File: src/rtl/seed_round_key_buffer_pkg.sv
// Shared types and sizes for the SEED round-key buffer.
package seed_pkg;

  localparam int unsigned SEED_ROUNDS = 16;
  localparam int unsigned SEED_KW     = 32;

  typedef enum logic [1:0] {
    IDLE    = 2'd0,
    FILLING = 2'd1,
    LOADED  = 2'd2,
    SERVING = 2'd3
  } kbuf_state_t;

  typedef logic [3:0] round_idx_t;

endpackage

File: src/rtl/seed_round_key_buffer_regfile.sv
// Round-key pair storage: synchronous write, asynchronous read, one-cycle zeroize.
module seed_key_regfile
  import seed_pkg::*;
#(
  parameter int unsigned DEPTH = SEED_ROUNDS,
  parameter int unsigned KW    = SEED_KW
) (
  input  logic          clk,
  input  logic          i_zero,
  input  logic          i_we,
  input  round_idx_t    i_waddr,
  input  logic [KW-1:0] i_wk0,
  input  logic [KW-1:0] i_wk1,
  input  round_idx_t    i_raddr,
  output logic [KW-1:0] o_rk0,
  output logic [KW-1:0] o_rk1
);

  logic [2*KW-1:0] r_mem [DEPTH];

  // Zeroize wipes every entry in one cycle and overrides any write.
  always_ff @(posedge clk) begin
    if (i_zero) begin
      for (int unsigned i = 0; i < DEPTH; i++) begin
        r_mem[i] <= '0;
      end
    end else if (i_we) begin
      r_mem[i_waddr] <= {i_wk1, i_wk0};
    end
  end

  assign o_rk0 = r_mem[i_raddr][KW-1:0];
  assign o_rk1 = r_mem[i_raddr][2*KW-1:KW];

endmodule

File: src/rtl/seed_round_key_buffer.sv
// Fill-once / replay-many buffer for the 16 SEED round-key pairs.
module seed_round_key_buffer
  import seed_pkg::*;
#(
  parameter int unsigned ROUNDS = SEED_ROUNDS,
  parameter int unsigned KW     = SEED_KW
) (
  input  logic          clk,
  input  logic          rst_n,
  input  logic          key_clear,
  input  logic          wr_valid,
  output logic          wr_ready,
  input  logic [KW-1:0] wr_k0,
  input  logic [KW-1:0] wr_k1,
  input  logic          rd_start,
  input  logic          rd_decrypt,
  output logic          rd_valid,
  input  logic          rd_ready,
  output logic [KW-1:0] rd_k0,
  output logic [KW-1:0] rd_k1,
  output logic [3:0]    rd_round,
  output logic          rd_last,
  output logic          full
);

  localparam round_idx_t LAST = round_idx_t'(ROUNDS - 1);

  kbuf_state_t r_state, w_state_nxt;
  round_idx_t  r_wptr, w_wptr_nxt;
  round_idx_t  r_rptr, w_rptr_nxt;
  logic        r_dir, w_dir_nxt;
  logic        w_we;
  logic        w_wr_fire;
  logic        w_last;
  logic        w_zero;

  assign w_zero    = !rst_n || key_clear;
  assign wr_ready  = rst_n && !key_clear && (r_state == IDLE || r_state == FILLING);
  assign w_wr_fire = wr_valid && wr_ready;
  assign w_last    = (r_dir ? (r_rptr == '0) : (r_rptr == LAST));

  assign rd_valid  = (r_state == SERVING);
  assign rd_last   = rd_valid && w_last;
  assign rd_round  = r_rptr;
  assign full      = (r_state == LOADED) || (r_state == SERVING);

  // Next-state, pointer and write-enable decode.
  always_comb begin
    w_state_nxt = r_state;
    w_wptr_nxt  = r_wptr;
    w_rptr_nxt  = r_rptr;
    w_dir_nxt   = r_dir;
    w_we        = 1'b0;
    unique case (r_state)
      IDLE, FILLING: begin
        if (w_wr_fire) begin
          w_we = 1'b1;
          // The final write leaves wptr parked so it never wraps.
          if (r_wptr == LAST) begin
            w_state_nxt = LOADED;
          end else begin
            w_wptr_nxt  = r_wptr + 1'b1;
            w_state_nxt = FILLING;
          end
        end
      end
      LOADED: begin
        if (rd_start) begin
          w_dir_nxt   = rd_decrypt;
          w_rptr_nxt  = rd_decrypt ? LAST : '0;
          w_state_nxt = SERVING;
        end
      end
      SERVING: begin
        if (rd_ready) begin
          if (w_last) begin
            w_state_nxt = LOADED;
          end else begin
            w_rptr_nxt = r_dir ? (r_rptr - 1'b1) : (r_rptr + 1'b1);
          end
        end
      end
      default: w_state_nxt = IDLE;
    endcase
  end

  // State and pointer registers; clear/reset beats every other input.
  always_ff @(posedge clk) begin
    if (w_zero) begin
      r_state <= IDLE;
      r_wptr  <= '0;
      r_rptr  <= '0;
      r_dir   <= 1'b0;
    end else begin
      r_state <= w_state_nxt;
      r_wptr  <= w_wptr_nxt;
      r_rptr  <= w_rptr_nxt;
      r_dir   <= w_dir_nxt;
    end
  end

  seed_key_regfile #(
    .DEPTH (ROUNDS),
    .KW    (KW)
  ) u_regfile (
    .clk     (clk),
    .i_zero  (w_zero),
    .i_we    (w_we),
    .i_waddr (r_wptr),
    .i_wk0   (wr_k0),
    .i_wk1   (wr_k1),
    .i_raddr (r_rptr),
    .o_rk0   (rd_k0),
    .o_rk1   (rd_k1)
  );

endmodule

File: config.mk
export PLATFORM = sky130hd
export DESIGN_NAME = seed_round_key_buffer
export DESIGN_NICKNAME = d
export VERILOG_FILES = /design/src/rtl/seed_round_key_buffer_pkg.sv /design/src/rtl/seed_round_key_buffer_regfile.sv /design/src/rtl/seed_round_key_buffer.sv
export SDC_FILE = /design/constraint.sdc
export NUM_CORES = 1
export LEC_CHECK = 0
export CELL_PAD_IN_SITES_DETAIL_PLACEMENT = 1
export CELL_PAD_IN_SITES_GLOBAL_PLACEMENT = 1
export CORE_ASPECT_RATIO = 1.4
export CORE_UTILIZATION = 53
export DETAILED_ROUTE_END_ITERATION = 8
export GPL_TIMING_DRIVEN = 1
export HOLD_SLACK_MARGIN = 0.06
export PLACE_DENSITY = 0.88
export SLEW_MARGIN = 20
export SYNTH_ARGS = -nofsm -noshare
export SYNTH_HDL_FRONTEND = slang
export SYNTH_HIERARCHICAL = 1
export SYNTH_SLANG_ARGS = --single-unit
File: constraint.sdc
create_clock -name clk -period 3.3 [get_ports clk]
set_clock_uncertainty 0.05 [all_clocks]
set_input_delay 0.33 -clock clk [delete_from_list [all_inputs] [get_ports clk]]
set_output_delay 0.33 -clock clk [all_outputs]
set_load 0.02 [all_outputs]
==> results by group <==
Critical path
  • Crit-path most repeated cell: buf_12
  • Startpoint types: flop
  • Critical R2R Capture: u_regfile/r_mem[12][33]$_SDFFCE_PN0P_
  • Worst setup EP type: output port
  • Crit Path Category: flop to output port
  • Data arrival time of the worst path: 2.96 ns
  • Critical path's slowest cell: mux4_2
  • Worst Path Buf+Inv: 6
  • Largest delay share family, worst path: buffers and inverters
  • CP peak stage delay: 0.54 ns
  • R2R setup slack: 0.56 ns
  • Worst Reg2Reg Path Length in Cells: 6
  • CP max FO: 6
  • WP data required: 2.92 ns
  • Worst-path cell chain: buf_12 > buf_12 > buf_12 > clkbuf_16 > buf_12 > mux4_2 > a22oi_2 > nand2_1 > buf_6
  • CP startpoint: rd_round[0]$_SDFFE_PP0P_
  • Worst r2r src: r_state[1]$_SDFFE_PP0P_

Floorplanning
  • Std-Cell Rows: 127
  • Starting Density: 53.8%
  • Chip Width: 252 um
  • Die Footprint: 88600 um2
  • # IOs: 143
  • Die height: 352 um
  • Core area: 86100 um2

Worst hold path
  • Hold EP: r_wptr[2]$_SDFFE_PP0P_
  • Hold Crit Class: input pin to flop
  • Hold_sp: wr_valid
  • Hold Crit Depth: 3

Drt
  • Vias: 30.5k
  • Residual DRC count: 0
  • Vias per inst: 7.13
  • Drt pass-1 iters: 8
  • Final WL: 175000 um
  • Drt wl/cell: 41.0 um
  • Initial drt markers: 4940
  • Remaining antenna violation count: 0

Clocking
  • CTS root buf: clkbuf_16
  • H-tree Lvls: 3
  • Clock Sinks: 1035
  • CTS tree: yes
  • Clock Pin Slew Worst Setup and Hold Paths: 0.06 ns
  • Clock Latency Late Sink: 0.69 ns
  • Clock Path Buffers: 3
  • Cts bufs inserted: 97
  • Cts hold-fix bufs: 0

Placement
  • Dpl cell area: 49900 um2
  • Global placement routability congestion: 0.779
  • Detailed placer's ending HPWL: 79500 um
  • IO Port Bufs: 142
  • Setup WS pre-CTS: 0.161 ns

STA
  • Final Max Slew Viols: 0
  • Slew @ Worst Pin: 0.816 ns
  • Fin crit share: 101%
  • Slew HR: 45.6%
  • Finish-stage setup viols: 6
  • Hold Vio Cnt, Final: 0
  • FMAX: 299 MHz
  • Fin crit period: 3.34 ns
  • Setup TNS: -0.108 ns
  • Final WS setup: -0.0442 ns
  • RSZ-0062 raised after global routing: yes

Pwr
  • Maximum VDD drop: 757 uV
  • Leakage power figure: 20.3 nW
  • Pwr dens: 526 nW/um2
  • Final Power: 28.4 mW

Logic synthesis
  • Syn_nets: 2963
  • Synth async-reset ratio: 0%
  • Synthesis warning total: 6
  • Synthesized flop and latch total: 1035
  • Post-Synthesis Cell Area: 46300 um2
  • Seq/Total Area, Yosys: 66.9%
  • Syn avg cell area: 16.0 um2
  • Netlist cell types: 49
  • Top FF cell, synth: edfxtp_1
  • EDFF count, synth: 1024
  • Mapped Cells: 2888

Global route
  • Largest net degree at the start of global routing: 65
  • Total grt overflow: 0
  • Initial antenna violation count: 10
  • GRT Overall Usage: 39.0%
  • Met3 Use GR: 8.27%
  • Via count of the first global-routing pass: 31.7k
  • GRT Max-Usage Layer: met2
  • Met2 usage: 63.7%
  • First-pass GRT wire length: 240000 um
  • Met1 usage: 46.5%

Layout
  • Most frequent cells in the layout: 1024 x and2_1, 1024 x edfxtp_1, 256 x mux4_2
  • Share of layout cells above drive strength 1: 22.8%
  • Area Growth Syn to Fin: 16.7%
  • Nets: 3105
  • Filler cells: 7544
  • Final instance area: 54000 um2
  • Finished Core Util: 62.8%

Run
  • # Max-Cap Violations: 0

Run status
  • Outcome: complete, but fails checks
  • Failing checks: setup timing
tightest hold or removal path, cell delays in order:
cell and delay (ns):
clkdlybuf4s50_1 0.46, nand3b_1 0.13, a211oi_1 0.07
metrics by stage:
stage	hold WS [ns]	std cells
finish	0.301	4275
global route	0.314	4271
global placement	0.501	4033
floorplan	0.424	2888
CTS	0.294	4238
detailed placement	0.531	4033
routing by layer:
metal  up-vias  part of all wire [%]  routed length [um]
li1      11000                     -                   -
met1     15400                    32               56800
met2      3253                    48               84100
met3       849                    12               21200
met4         6                   7.4               12900
met5         -                 0.019                  34
power breakdown:
part | internal (mW) | switching [mW]
Combinational | 0.453 | 0.891
Sequential | 14.9 | 0.274
Clock | 6.33 | 5.54
synthesized netlist by cell type, types with 4 or more instances:
master / instances / area share (%)
mux4_2: 256 / 12
buf_1: 17 / 0.14
clkbuf_1: 182 / 1.5
buf_2: 14 / 0.15
buf_4: 10 / 0.16
clkbuf_2: 28 / 0.30
and2_1: 1025 / 14
nor2_1: 22 / 0.18
nand3_1: 5 / 0.054
inv_1: 5 / 0.041
nor2b_1: 4 / 0.054
nand2_1: 73 / 0.59
mux2i_1: 5 / 0.11
buf_6: 15 / 0.36
or2_2: 16 / 0.22
a21oi_1: 4 / 0.043
a22oi_1: 128 / 2.1
edfxtp_1: 1024 / 66
dfxtp_1: 11 / 0.48
nor3_1: 4 / 0.043
area by class of cell:
| cell class | instances | area (um2) | area share, % |
|---|---|---|---|
| antenna | 8 | 20.0 | 0.0370 |
| clock inverter | 58 | 612 | 1.13 |
| tap | 1161 | 1450 | 2.69 |
| timing repair buffer | 309 | 3850 | 7.13 |
| sequential | 1035 | 31000 | 57.3 |
| multi-input combinational | 1580 | 14600 | 27.0 |
| inverter | 7 | 31.3 | 0.0579 |
| clock buffer | 117 | 2520 | 4.67 |
how the worst max path moves through the flow:
stage	cells after the start	end	slack [ns]
after global routing	8	rd_k1[25]	-0.07
after global placement	7	u_regfile/r_mem[1][29]$_SDFFCE_PN0P_	0.11
final	9	rd_k1[1]	-0.04
after detailed placement	7	u_regfile/r_mem[1][34]$_SDFFCE_PN0P_	0.16
after floorplan	6	u_regfile/r_mem[0][0]$_SDFFCE_PN0P_	0.33
after CTS	5	rd_k0[14]	-0.12
logic make-up (layout without fill, tap and decap cells):
kind of cell / count (synthesis) / in the layout / share of synthesized area, %
buffers and inverters: 273 / 491 / 2.66
AOI/OAI and AO/OA: 145 / 145 / 2.35
other: 0 / 8 / 0
adders and majority gates: 4 / 4 / 0.124
DFF: 1035 / 1035 / 66.9
and+or+nand+nor: 1167 / 1167 / 15.4
muxes: 262 / 262 / 12.6
xor gates and xnor gates: 2 / 2 / 0.0378
state kept, by name, indices dropped and copies added, names as in the netlist:
register and cells:
u_regfile/r_mem 1024, rd_round 4, r_state 2, r_dir 1
r_wptr 4
what timing repair did:
action / 4_1_cts / 5_1_grt
buffers inserted: 24 / 25
pin swaps: 4 / 17
gates cloned: 6 / 4
setup endpoints to repair: 64 / 49
gates resized for setup: 168 / 91
(Power assumes the default switching activity.)
